File: src/rtl/main_ram_arbiter.sv
// Three-port fixed-priority arbiter for the single-port main RAM, with an
// anti-starvation override that lifts the host port (2) to top priority.
module main_ram_arbiter #(
    parameter int MAX_WAIT = 8
) (
    input  logic        clk,
    input  logic        rst_n,
    input  logic [2:0]  req,
    input  logic [44:0] addr,
    input  logic [2:0]  write,
    input  logic [95:0] wrdata,
    input  logic [11:0] wrbytesel,
    output logic [2:0]  ack,
    output logic [2:0]  rvalid,
    output logic [31:0] rddata,
    output logic [14:0] bus_addr,
    output logic [31:0] bus_wrdata,
    output logic [3:0]  bus_wrbytesel,
    output logic        bus_write,
    input  logic [31:0] bus_rddata
);

    localparam logic [7:0] MAX_WAIT_C = 8'(MAX_WAIT);

    logic [7:0] wait_cnt_q, wait_cnt_d;
    logic [2:0] rvalid_q, rvalid_d;
    logic       starve;

    assign starve = (wait_cnt_q == MAX_WAIT_C);

    always_comb begin
        ack = 3'b000;
        if (starve && req[2]) begin
            ack = 3'b100;
        end else if (req[0]) begin
            ack = 3'b001;
        end else if (req[1]) begin
            ack = 3'b010;
        end else if (req[2]) begin
            ack = 3'b100;
        end
    end

    // ack is one-hot, so OR-ing the masked port fields selects the winner
    always_comb begin
        bus_addr      = '0;
        bus_wrdata    = '0;
        bus_wrbytesel = '0;
        bus_write     = 1'b0;
        for (int i = 0; i < 3; i++) begin
            if (ack[i]) begin
                bus_addr      = bus_addr      | addr[15*i +: 15];
                bus_wrdata    = bus_wrdata    | wrdata[32*i +: 32];
                bus_wrbytesel = bus_wrbytesel | wrbytesel[4*i +: 4];
                bus_write     = bus_write     | write[i];
            end
        end
    end

    always_comb begin
        rvalid_d   = ack & ~write;
        wait_cnt_d = 8'd0;
        if (req[2] && !ack[2]) begin
            wait_cnt_d = starve ? wait_cnt_q : wait_cnt_q + 8'd1;
        end
    end

    always_ff @(posedge clk or negedge rst_n) begin
        if (!rst_n) begin
            wait_cnt_q <= 8'd0;
            rvalid_q   <= 3'b000;
        end else begin
            wait_cnt_q <= wait_cnt_d;
            rvalid_q   <= rvalid_d;
        end
    end

    // RAM output is already registered, so read data passes straight through
    assign rvalid = rvalid_q;
    assign rddata = bus_rddata;

endmodule

File: config.mk
export PLATFORM = sky130hd
export DESIGN_NAME = main_ram_arbiter
export DESIGN_NICKNAME = d
export VERILOG_FILES = /design/src/rtl/main_ram_arbiter.sv
export SDC_FILE = /design/constraint.sdc
export NUM_CORES = 1
export LEC_CHECK = 0
export BUFFER_PORTS_ARGS = -buffer_cell sky130_fd_sc_hd__buf_2
export CAP_MARGIN = 20
export CORE_AREA = 5 5 106 108
export CTS_BUF_LIST = sky130_fd_sc_hd__clkbuf_8
export DETAILED_ROUTE_END_ITERATION = 7
export DIE_AREA = 0 0 111 113
export PLACE_DENSITY = 0.58
export RECOVER_POWER = 50
export SLEW_MARGIN = 20
export SYNTH_ARGS = -nofsm -noshare
export SYNTH_HDL_FRONTEND = slang
export SYNTH_SLANG_ARGS = --single-unit
File: constraint.sdc
create_clock -name clk -period 3.8 [get_ports clk]
set_clock_uncertainty 0.05 [all_clocks]
set_input_delay 0.38 -clock clk [delete_from_list [all_inputs] [get_ports clk]]
set_output_delay 0.38 -clock clk [all_outputs]
set_load 0.05 [all_outputs]
Word-level counts from Yosys, hierarchy flattened
Index checks and enable logic that the tools add are counted.
{"block": "word_totals", "ff_bits": 11, "in_bits": 193, "output_inout_bits": 90, "word_cells": 36}
{"block": "classes", "add_sub_neg": 1, "n_eq_ne": 2, "mux": 18, "bitwise": 10, "n_reduce_logical": 3}
{"op": "$mux 32", "count": 3}
{"op": "$or 32x32->32", "count": 2}
{"op": "$mux 15", "count": 3}
{"op": "$or 15x15->15", "count": 2}
{"op": "$mux 8", "count": 2}
{"op": "$mux 3", "count": 4}
{"op": "$mux 4", "count": 3}
{"op": "$add 8x1->8 const B", "count": 1}
{"op": "$eq 8x4->1 const B", "count": 1}
{"op": "$or 4x4->4", "count": 2}
{"op": "$and 3x3->3", "count": 1}
{"op": "$mux 1", "count": 3}
{"op": "$not 3->3", "count": 1}
{"op": "$logic_and 1x1->1", "count": 2}
{"op": "$ne 2x2->1 const B", "count": 1}
{"op": "$or 1x1->1", "count": 2}
{"op": "$logic_not 1->1", "count": 1}

Longest topological paths before layout
Gate-level depths: netlist of run 1.
{"block": "depth", "ltp_word": 9, "ltp_mapped": 7, "ltp_nobuf": 5}

Worst setup path after synthesis of run 1
Ideal clock, no wire load.
{"block": "synth_path", "path_type": "reg2out", "from": "register wait_cnt_q[0]", "to": "output ack[1]", "arrival_ns": 1.807, "t_required_ns": 3.370, "setup_slack_ns": 1.563, "stages_incl_launch_ff": 8, "n_path_buf": 2, "cell_sequence": "dfrtp_1 -> inv_1 -> ha_1 -> nor4b_4 -> and2_4 -> buf_8 -> buf_12 -> nor2_1"}
{"block": "synth_via", "elab_chain_cells": 3}
{"element": "start: declaration", "line_no": "25", "text": "logic [7:0] wait_cnt_q, wait_cnt_d;"}
{"element": "start signal: assignment", "line_no": "73", "text": "wait_cnt_q <= wait_cnt_d;"}
{"element": "$eq 8x4->1", "line_no": "29", "text": "assign starve = (wait_cnt_q == MAX_WAIT_C);"}
{"element": "$logic_and 1x1->1", "line_no": "33", "text": "if (starve && req[2]) begin"}
{"element": "$mux 3", "line_no": "33"}
{"element": "end: declaration", "line_no": "13", "text": "output logic [2:0] ack,"}
No other way between the ends.

Worst setup path after layout of run 1
{"block": "layout_path", "from": "input req[0]", "to": "output bus_wrdata[0]"}
{"block": "layout_via", "elab_chain_cells": 7}
{"element": "start: declaration", "line_no": "8", "text": "input logic [2:0] req,"}
{"element": "$mux 3 (*)", "line_no": "35", "text": "end else if (req[0]) begin"}
{"element": "$mux 3 (*)", "line_no": "33"}
{"element": "$mux 32", "line_no": "51", "text": "if (ack[i]) begin"}
{"element": "$or 32x32->32", "line_no": "53", "text": "bus_wrdata = bus_wrdata | wrdata[32*i +: 32];"}
{"element": "$mux 32", "line_no": "51"}
{"element": "$or 32x32->32", "line_no": "53"}
{"element": "$mux 32 (*)", "line_no": "51"}
{"element": "end: declaration", "line_no": "17", "text": "output logic [31:0] bus_wrdata,"}
Every way passes the cells marked *; elsewhere a longest branch is shown, timed or not.

==> impl_metrics.py, run 1 <==
metrics = {
    "route": {
        "viasPerCell": 4.81,
        "wirelength_um": 9160,
        "drc": 0,
        "drt-pass1-iter-count": 4,
        "wl_per_cell_um": 17.7,
        "postRouteAntennaNets": 0,
        "drt-initial-drc-count": 106,
        "vias": 2497,
    },
    "sta": {
        "fmax_mhz": 320,
        "hold_viol": 0,
        "final_max_slew_viol_count": 0,
        "setup_tns_ps": 0,
        "rsz0062_at_grt": "false",
        "worst_pin_slew_ps": 1380,
        "holdWs_ps": 288,
        "setup_viol": 0,
        "max-slew-margin-rel_pct": 7.92,
        "finalCritPeriodShare_pct": 82.2,
        "min_period_ps": 3120,
    },
    "clock_tree": {
        "root_buffer": "clkbuf_8",
        "clk_pin_slew_ps": 50,
        "clk_path_buf_depth": 2,
        "htree_levels": 1,
        "insertion_delay_ps": 230,
        "cts_tree": "built",
        "cts_buffers": 3,
        "cts_sinks": 11,
    },
    "setup_path": {
        "cp.arrival_ps": 2690,
        "reg2regPathDepth": 5,
        "cpMaxStageDelayCell": "nor2b_4",
        "path_delay_family": "buffers and inverters",
        "worstSetupEndpointType": "primary output",
        "required_ps": 3370,
        "path_cells": "clkbuf_1, nor2b_4, buf_4, a22oi_1, o2bb2ai_2, buf_2",
        "cp.buffers_inverters": 3,
        "cp-start-kind": "input pin",
        "path_depth": 6,
        "critPathMaxFanout": 29,
        "critical_path_class": "input pin to primary output",
        "cpPeakStageDelay_ps": 760,
    },
    "die": {
        "die_y_um": 113,
        "pin_count": 283,
        "fp.coreArea_mm2": 0.0101,
        "die_area_mm2": 0.0125,
        "row_count": 37,
        "fp.dieW_um": 111,
        "start_util_pct": 22.0,
    },
    "power_and_ir_drop": {
        "comb_power_share_pct": 67.0,
        "cellLeakagePower_nw": 1.47,
        "p_int_mw": 0.349,
        "p_sw_share_pct": 50.4,
        "p_switching_mw": 0.355,
        "powerDensity_mw_per_mm2": 230,
        "pwr-share-clk_pct": 15.5,
        "ir_drop_mv": 0.114,
        "pwr-share-seq_pct": 17.5,
    },
    "synthesis": {
        "synth_top_area_share_pct": 32.9,
        "synth.largest_area_cell": "o2bb2ai_2",
        "synthMostInstantiatedCell": "a22oi_1",
        "synthFlopType": "dfrtp_1",
        "syn-instance-count": 214,
        "syn_area_mm2": 0.00223,
        "yosysWarningCount": 0,
        "yosysSeqAreaShare_pct": 12.3,
        "synth_cell_types": 29,
        "synth_edf_count": 0,
        "ys_async_sr_fraction_pct": 100,
        "netlist_top_cells_area": "o2bb2ai_2 (33%), a22oi_1 (17%), dfrtp_1 (12%), buf_4 (11%), buf_12 (9.0%)",
        "avgSynthCellArea_um2": 10.4,
        "synthTopCellsByCount": "a22oi_1 (52), o2bb2ai_2 (49), buf_4 (32), dfrtp_1 (11)",
        "synth_seq_cells": 11,
        "syn-num-nets": 409,
    },
    "final_layout": {
        "drive_above_1_share_pct": 71.0,
        "antennaDiodeCount": 0,
        "nets": 579,
        "area_growth_pct": 36.9,
        "final_cells": 519,
        "final_util_pct": 30.2,
    },
    "placed_design": {
        "place_congestion": 0.871,
        "post-dp-hpwl_um": 7710,
        "port_buffers": 218,
        "dpl.cell_count": 514,
    },
    "global_routing": {
        "grt_max_degree": 57,
        "grt_pass1_vias": 2619,
        "track_usage_pct": 13.0,
        "antenna_found_initial": 0,
        "grt_pass1_wl_um": 13500,
        "gr-total-overflow": 0,
    },
    "worst_hold_path": {
        "hold_class": "input pin to register",
        "hold_path_depth": 2,
    },
    "outcome": {
        "outcome": "completed",
    },
    "run": {
        "drv_cap": 0,
    },
}
cells by family (layout without fill, tap and decap cells):
kind of cell               Yosys count  count (layout)  share of synthesized area [%]
DFF                                 11              11                           12.3
xor gates and xnor gates             3               3                           1.18
AOI/OAI and AO/OA                  113             113                           54.3
and+or+nand+nor                     26              26                           7.89
adders and majority gates            2               2                           1.12
buffers and inverters               59             228                           23.2
layer usage:
layer | vias up | part of all wire, % | GRT usage (%)
met5 | - | 0 | 0
met3 | 26 | 8.6 | 3.53
met2 | 160 | 51 | 23.5
met1 | 1153 | 37 | 14.6
met4 | 0 | 3.1 | 5.17
li1 | 1158 | - | -
placed cells by master, fill, tap and decap left out, types with 3 or more instances in the layout:
cell and n:
nor2_1 7, o2bb2ai_2 49, buf_2 213, nand3_1 3, clkbuf_1 5, o21ai_0 4, a21oi_1 3, dfrtp_1 11
a22oi_1 52, clkbuf_8 3, inv_1 4, or3_1 3, o2bb2ai_1 3
power groups by stage:
stage	clock network [mW]	logic [mW]	registers (mW)
6_report	0.109	0.471	0.123
5_1_grt	0.122	0.499	0.123
4_1_cts	0.113	0.477	0.123
3_5_place_dp	0	0.476	0.125
3_3_place_gp	0	0.470	0.125
2_1_floorplan	0	0.403	0.129
worst paths after layout:
check,start,to,slack [ps]
min in group asynchronous,rst_n,rvalid[2],600
max in group asynchronous,rst_n,wait_cnt_q[6],2720
max,req[0],bus_wrdata[0],680
min,write[1],rvalid[1],290
max reg2reg,wait_cnt_q[0],rvalid[1],1700
min reg2reg,wait_cnt_q[0],wait_cnt_q[0],440
what timing repair did:
item                                   4_1_cts  5_1_grt
setup endpoints to repair                    0        0
setup buffers                                0        0
gates resized for setup                      0        0
hold buffers                                 1        0
endpoints found under the hold margin       11        0
state kept, by name, summed over array words and instances (netlist names):
register    count
rvalid          3
wait_cnt_q      8
area by class of cell:
class	count	area, um2
timing repair buffer	221	1110
tap	136	170
multi-input combinational	144	1450
clock inverter	1	3.75
clock buffer	3	41.3
sequential	11	275
inverter	3	11.3
fill	1059	7080
per-stage QoR:
step                      setup WS, ps  instance area, um2  power [mW]
after floorplan                   1560                2230       0.532
after global placement            1090                3010       0.594
after detailed placement          1040                3010       0.600
after CTS                          935                3070       0.713
after global routing               512                3060       0.744
final                              675                3060       0.704
Note: power is estimated with default switching activity, not from simulation.
==> inputs of run 2 (changes only) <==
--- a/config.mk
+++ b/config.mk
@@ -5,13 +5,14 @@
 export SDC_FILE = /design/constraint.sdc
 export NUM_CORES = 1
 export LEC_CHECK = 0
+export ABC_AREA = 1
 export BUFFER_PORTS_ARGS = -buffer_cell sky130_fd_sc_hd__buf_2
 export CAP_MARGIN = 20
-export CORE_AREA = 5 5 106 108
+export CORE_AREA = 5 5 107 109
 export CTS_BUF_LIST = sky130_fd_sc_hd__clkbuf_8
 export DETAILED_ROUTE_END_ITERATION = 7
-export DIE_AREA = 0 0 111 113
-export PLACE_DENSITY = 0.58
+export DIE_AREA = 0 0 112 114
+export PLACE_DENSITY = 0.54
 export RECOVER_POWER = 50
 export SLEW_MARGIN = 20
 export SYNTH_ARGS = -nofsm -noshare
==> constraint.sdc (replaced) <==
create_clock -name clk -period 2.9 [get_ports clk]
set_clock_uncertainty 0.05 [all_clocks]
set_input_delay 0.29 -clock clk [delete_from_list [all_inputs] [get_ports clk]]
set_output_delay 0.29 -clock clk [all_outputs]
set_load 0.05 [all_outputs]
==> run 2 against run 1 <==
Net effect:
- combinational power up 22%
- final cell count increased by 25%
- first-iteration DRC count grew 20%
- sequential power grew 33%
- area after synthesis down 13%
- non-clock buffer count increased by 5
- setup slack got worse by 210 ps
- utilization is 2.3 points lower
==> impl_metrics.py, run 2 <==
metrics = {
    "route": {
        "viasPerCell": 4.51,
        "vias": 2930,
        "drt-initial-drc-count": 127,
        "wirelength_um": 8720,
        "drt-pass1-iter-count": 4,
        "postRouteAntennaNets": 0,
        "wl_per_cell_um": 13.4,
        "drc": 0,
    },
    "setup_path": {
        "critPathMaxFanout": 59,
        "cp.arrival_ps": 2100,
        "reg2reg_setup_slack_ps": 990,
        "cp-start-kind": "register",
        "r2r_end": "wait_cnt_q[7]",
        "startpoint": "wait_cnt_q[0]",
        "critical_path_class": "register to primary output",
        "timing.rr.start": "wait_cnt_q[0]",
        "cpMostUsedCell": "nand3_1",
        "reg2regPathDepth": 8,
        "required_ps": 2560,
        "path_cells": "inv_1, ha_1, nand2_1, nor2_1, nand2_4, buf_4, nand3_1, nand3_1, buf_2",
        "worstSetupEndpointType": "primary output",
        "cpPeakStageDelay_ps": 440,
        "cpMaxStageDelayCell": "buf_4",
    },
    "synthesis": {
        "ys_async_sr_fraction_pct": 100,
        "synth_top_area_share_pct": 40.9,
        "synth_seq_cells": 11,
        "synthAdderAreaFrac_pct": 1.29,
        "synthMostInstantiatedCell": "nand3_1",
        "netlist_top_cells_area": "nand3_1 (41%), dfrtp_1 (14%), buf_4 (14%), nand2_1 (13%), buf_2 (3.1%)",
        "synth.largest_area_cell": "nand3_1",
        "synth_cell_types": 22,
        "synth.area.mux_share_pct": 0,
        "synthFlopType": "dfrtp_1",
        "syn-instance-count": 338,
        "synth_compound_area_share_pct": 0.772,
        "avgSynthCellArea_um2": 5.76,
        "synth_edf_count": 0,
        "syn-num-nets": 533,
        "synthTopCellsByCount": "nand3_1 (159), nand2_1 (67), buf_4 (36), inv_1 (13), nor2_1 (13)",
        "yosysSeqAreaShare_pct": 14.1,
        "synthXorXnorAreaFrac_pct": 1.35,
        "yosysWarningCount": 0,
        "synth-simple-area-share_pct": 59.1,
        "synth_top_family_by_area": "simple AND/OR/NAND/NOR gates",
        "syn_area_mm2": 0.00195,
    },
    "final_layout": {
        "drive_above_1_share_pct": 45.0,
        "mostFrequentLayoutCell": "buf_2",
        "final_util_pct": 27.9,
        "largest_register": "wait_cnt_q",
        "antennaDiodeCount": 0,
        "area_growth_pct": 50.5,
        "nets": 705,
        "multi_input_area_mm2": 0.00122,
        "fin_area_mm2": 0.00293,
        "largest_reg_flops": 8,
        "layout_common_cells": "buf_2 (213), nand3_1 (160), nand2_1 (67)",
        "regArea_um2": 275,
        "fill_cells": 1205,
    },
    "sta": {
        "holdWs_ps": 163,
        "min_period_ps": 2440,
        "fmax_mhz": 410,
        "final_max_slew_viol_count": 0,
        "worst_pin_slew_ps": 657,
        "finalCritPeriodShare_pct": 84.1,
        "setup_viol": 0,
        "setup_tns_ps": 0,
        "rsz0062_at_grt": "false",
        "hold_viol": 0,
        "max-slew-margin-rel_pct": 56.2,
    },
    "placed_design": {
        "place_congestion": 0.810,
        "port_buffers": 218,
        "placed_area_mm2": 0.00288,
        "post-dp-hpwl_um": 7130,
    },
    "worst_hold_path": {
        "hp-start": "write[2]",
        "hold_path_depth": 2,
        "hold_class": "input pin to register",
        "hold_path_end": "rvalid[2]",
    },
    "die": {
        "row_count": 38,
        "die_area_mm2": 0.0128,
        "pin_count": 283,
        "start_util_pct": 18.5,
        "fp.dieW_um": 112,
        "fp.coreArea_mm2": 0.0105,
        "die_y_um": 114,
    },
    "global_routing": {
        "antenna_found_initial": 0,
        "grt_pass1_vias": 2850,
        "grt_max_degree": 60,
        "track_usage_pct": 12.4,
        "gr-total-overflow": 0,
        "grt_pass1_wl_um": 13400,
    },
    "run": {
        "drv_cap": 0,
    },
    "clock_tree": {
        "post_cts_buffers": 0,
        "clk_path_buf_depth": 2,
        "cts_buffers": 3,
        "cts_sinks": 11,
        "insertion_delay_ps": 240,
        "ctsResizeCount": 0,
        "root_buffer": "clkbuf_8",
        "clk_pin_slew_ps": 50,
        "cts_tree": "built",
        "htree_levels": 1,
    },
    "power_and_ir_drop": {
        "p_int_mw": 0.431,
        "powerDensity_mw_per_mm2": 303,
        "cellLeakagePower_nw": 1.69,
        "p_sw_share_pct": 51.5,
        "p_switching_mw": 0.457,
        "pwr-share-clk_pct": 17.2,
        "pwr-share-seq_pct": 18.3,
        "ir_drop_mv": 0.130,
        "comb_power_share_pct": 64.5,
    },
    "outcome": {
        "outcome": "completed",
    },
}
## run 2: cell types whose count changed after synthesis, moves of 6 or more
cell / before / now
nand3_1: 3 / 159
nand2_1: 2 / 67
a22oi_1: 52 / 0
o2bb2ai_2: 49 / 0
buf_12: 10 / 0
inv_1: 3 / 13
buf_2: 3 / 12
clkbuf_1: 10 / 3
nor2_1: 7 / 13
## run 2: how the worst max path moves through the flow
stage,endpoint,slack (ps)
2_1_floorplan,bus_addr[10],870
3_3_place_gp,bus_wrbytesel[3],730
3_5_place_dp,bus_wrbytesel[3],700
4_1_cts,bus_wrbytesel[3],440
5_1_grt,bus_wrbytesel[3],260
6_report,bus_addr[3],460
## run 2: what timing repair did
action	CTS	global route
hold endpoints to repair	11	0
hold buffers	1	0
endpoints found under the setup margin	0	0
## run 2: routing by layer
layer | vias up | GRT usage, % | part of all wire (%)
met5 | - | 0 | 0
li1 | 1452 | - | -
met2 | 143 | 21.5 | 49
met1 | 1323 | 14.5 | 39
met4 | 0 | 3.77 | 1.9
met3 | 12 | 4.08 | 9.5
## run 2: power groups by stage
| stage | combinational [mW] | sequential, mW | clock (mW) |
|---|---|---|---|
| after floorplan | 0.482 | 0.170 | 0 |
| after global placement | 0.574 | 0.165 | 0 |
| after detailed placement | 0.578 | 0.165 | 0 |
| after CTS | 0.581 | 0.163 | 0.160 |
| after global routing | 0.615 | 0.163 | 0.168 |
| final | 0.573 | 0.163 | 0.153 |
## run 2: cell families after synthesis
| family | after synthesis |
|---|---|
| xor gates and xnor gates | 3 |
| buffers and inverters | 73 |
| adders and majority gates | 2 |
| and+or+nand+nor | 246 |
| AOI/OAI and AO/OA | 3 |
| DFF | 11 |
## run 2: per-stage QoR
| stage | worst slack, ps | total power, mW | instances |
|---|---|---|---|
| finish | 461 | 0.888 | 649 |
| global route | 261 | 0.946 | 649 |
| CTS | 440 | 0.904 | 649 |
| detailed placement | 703 | 0.743 | 644 |
| global placement | 731 | 0.739 | 644 |
| floorplan | 865 | 0.652 | 338 |
## run 2: final cells by class
cell class / count / share of cell area (%)
Timing Repair Buffer: 226 / 39.7
Clock buffer: 3 / 1.41
Clock inverter: 1 / 0.128
Tap cell: 140 / 5.98
Sequential cell: 11 / 9.40
Multi-Input combinational cell: 254 / 41.5
Inverter: 14 / 1.79
## run 2: worst max-delay path: cells and delay by family (launching register included)
kind	cells	cell delay, ps
flops	1	390
simple gates	5	480
buf+inv	3	760
fa+ha+maj	1	190
==> inputs of run 3 (changes only) <==
--- a/config.mk
+++ b/config.mk
@@ -8,11 +8,11 @@
 export ABC_AREA = 1
 export BUFFER_PORTS_ARGS = -buffer_cell sky130_fd_sc_hd__buf_2
 export CAP_MARGIN = 20
-export CORE_AREA = 5 5 107 109
+export CORE_AREA = 5 5 106 108
 export CTS_BUF_LIST = sky130_fd_sc_hd__clkbuf_8
 export DETAILED_ROUTE_END_ITERATION = 7
-export DIE_AREA = 0 0 112 114
-export PLACE_DENSITY = 0.54
+export DIE_AREA = 0 0 111 113
+export PLACE_DENSITY = 0.57
 export RECOVER_POWER = 50
 export SLEW_MARGIN = 20
 export SYNTH_ARGS = -nofsm -noshare
==> constraint.sdc (replaced) <==
create_clock -name clk -period 2.1 [get_ports clk]
set_clock_uncertainty 0.05 [all_clocks]
set_input_delay 0.21 -clock clk [delete_from_list [all_inputs] [get_ports clk]]
set_output_delay 0.21 -clock clk [all_outputs]
set_load 0.05 [all_outputs]
==> run 3 against run 2 <==
Net effect:
- utilization grew 13 points
- non-clock buffer count rose by 10
- total power up 78%
- final cell count rose by 0.92%
- routed wire length up 36%
- via count grew 9.7%
- count of clock-buffer cells in the layout did not move
- largest cell class is now non-clock buffers
- sequential power increased by 37%
- largest power group unchanged
- clock power rose by 45%
- the flow now finishes with violations (setup timing)
- global-route usage is 2.1 points higher
- sequential cell count unchanged
==> impl_metrics.py, run 3 (synthesis results as in run 2) <==
metrics = {
    "outcome": {
        "outcome": "finished, violations left",
        "violations": "setup timing",
    },
    "route": {
        "drt-initial-drc-count": 184,
        "postRouteAntennaNets": 0,
        "drc": 0,
        "vias": 3215,
        "drt-pass1-iter-count": 5,
        "viasPerCell": 4.91,
        "wirelength_um": 11900,
        "wl_per_cell_um": 18.2,
    },
    "global_routing": {
        "track_usage_pct": 14.4,
        "gr-total-overflow": 0,
        "grt_pass1_vias": 3043,
        "met1_usage_pct": 16.1,
        "grt_pass1_wl_um": 15000,
        "grt_util_met2_pct": 26.1,
        "use_met3_pct": 4.60,
        "busiest_layer": "met2",
        "grt_max_degree": 63,
        "antenna_found_initial": 0,
    },
    "die": {
        "die_area_mm2": 0.0125,
        "start_util_pct": 19.2,
        "fp.dieW_um": 111,
        "pin_count": 283,
        "fp.coreArea_mm2": 0.0101,
        "die_y_um": 113,
        "row_count": 37,
    },
    "setup_path": {
        "cp-start-kind": "register",
        "path_cells": "inv_1, nand2_1, nor2_2, nand2_8, nand2_8, clkbuf_16, nand2_1, nand3_2, buf_8",
        "cp.arrival_ps": 1890,
        "required_ps": 1840,
        "critical_path_class": "register to primary output",
        "cpPeakStageDelay_ps": 410,
        "cp.buffers_inverters": 3,
        "cpMaxStageDelayCell": "dfrtp_1",
        "critPathMaxFanout": 8,
        "worstSetupEndpointType": "primary output",
        "path_delay_family": "simple AND/OR/NAND/NOR gates",
    },
    "power_and_ir_drop": {
        "cellLeakagePower_nw": 2.31,
        "total_power_mw": 1.58,
        "ir_drop_mv": 0.172,
        "powerDensity_mw_per_mm2": 377,
    },
    "sta": {
        "finalCritPeriodShare_pct": 102,
        "max-slew-margin-rel_pct": 68.3,
        "min_period_ps": 2150,
        "final_max_slew_viol_count": 0,
        "hold_viol": 0,
        "setup_viol": 25,
        "worst_pin_slew_ps": 476,
        "holdWs_ps": 76.0,
        "rsz0062_at_grt": "true",
        "layout_setup_ws_ps": -47.2,
        "fmax_mhz": 466,
    },
    "clock_tree": {
        "insertion_delay_ps": 240,
        "cts_tree": "built",
        "htree_levels": 1,
        "root_buffer": "clkbuf_8",
        "clk_pin_slew_ps": 60,
        "clk_path_buf_depth": 2,
        "cts_sinks": 11,
        "cts_buffers": 3,
    },
    "worst_hold_path": {
        "hold_class": "input pin to register",
    },
    "final_layout": {
        "largest_reg_flops": 8,
        "largest_register": "wait_cnt_q",
        "final_util_pct": 41.4,
        "fin_area_mm2": 0.00419,
        "mostFrequentLayoutCell": "buf_2",
        "antennaDiodeCount": 0,
        "drive_above_1_share_pct": 65.5,
        "layout_common_cells": "buf_2 (164), nand3_1 (108), nand3_2 (47)",
        "fill_cells": 1041,
        "area_growth_pct": 115,
        "nets": 715,
    },
    "placed_design": {
        "port_buffers": 218,
        "placed_area_mm2": 0.00291,
        "post-dp-hpwl_um": 7340,
        "place_congestion": 0.837,
    },
    "run": {
        "drv_cap": 0,
    },
}
==> run 3: cell types whose count changed in the layout (fill, tap and decap cells not counted), sizes merged <==
cell	change
buf	+8
clkbuf	+2
==> run 3: layout make-up <==
type | count | area (um2) | share of cell area [%]
timing repair buffer | 236 | 1950 | 46.5
multi-input combinational | 254 | 1700 | 40.5
sequential | 11 | 275 | 6.57
tap | 136 | 170 | 4.06
inverter | 14 | 52.6 | 1.25
clock buffer | 3 | 41.3 | 0.985
clock inverter | 1 | 3.75 | 0.0895
==> run 3: timing repair <==
action / CTS / global route
hold buffers: 1 / 0
endpoints found under the hold margin: 11 / 0
buffers inserted: 0 / 1
pin swaps: 0 / 4
gates resized for setup: 77 / 193
endpoints found under the setup margin: 53 / 55
gates cloned: 3 / 6
==> run 3: metal layers <==
metal	vias to the layer above	routed length, um
met1	1507	4350
met4	0	289
met2	209	6180
met5	-	0
li1	1474	-
met3	25	1070
==> run 3: worst paths after layout <==
check	start	to	slack, ps	depth (start not counted)
hold / removal	write[1]	rvalid[1]	80	2
max in group asynchronous	rst_n	wait_cnt_q[2]	1450	2
min in group asynchronous	rst_n	rvalid[1]	340	2
setup reg to reg	wait_cnt_q[5]	wait_cnt_q[7]	520	7
hold reg to reg	wait_cnt_q[0]	wait_cnt_q[0]	490	2
setup / recovery	wait_cnt_q[5]	bus_addr[9]	-50	9
==> run 3: metrics by stage <==
stage | setup TNS (ps) | std cells | setup WS (ps)
finish | -392 | 655 | -47.2
global route | -6100 | 655 | -173
CTS | -22.4 | 648 | -18.7
detailed placement | 0 | 640 | 100
global placement | 0 | 640 | 146
floorplan | 0 | 338 | 145
==> run 3: power breakdown <==
group	internal [mW]	switching (mW)
Clock	0.129	0.0929
Sequential	0.219	0.00447
Combinational	0.477	0.659
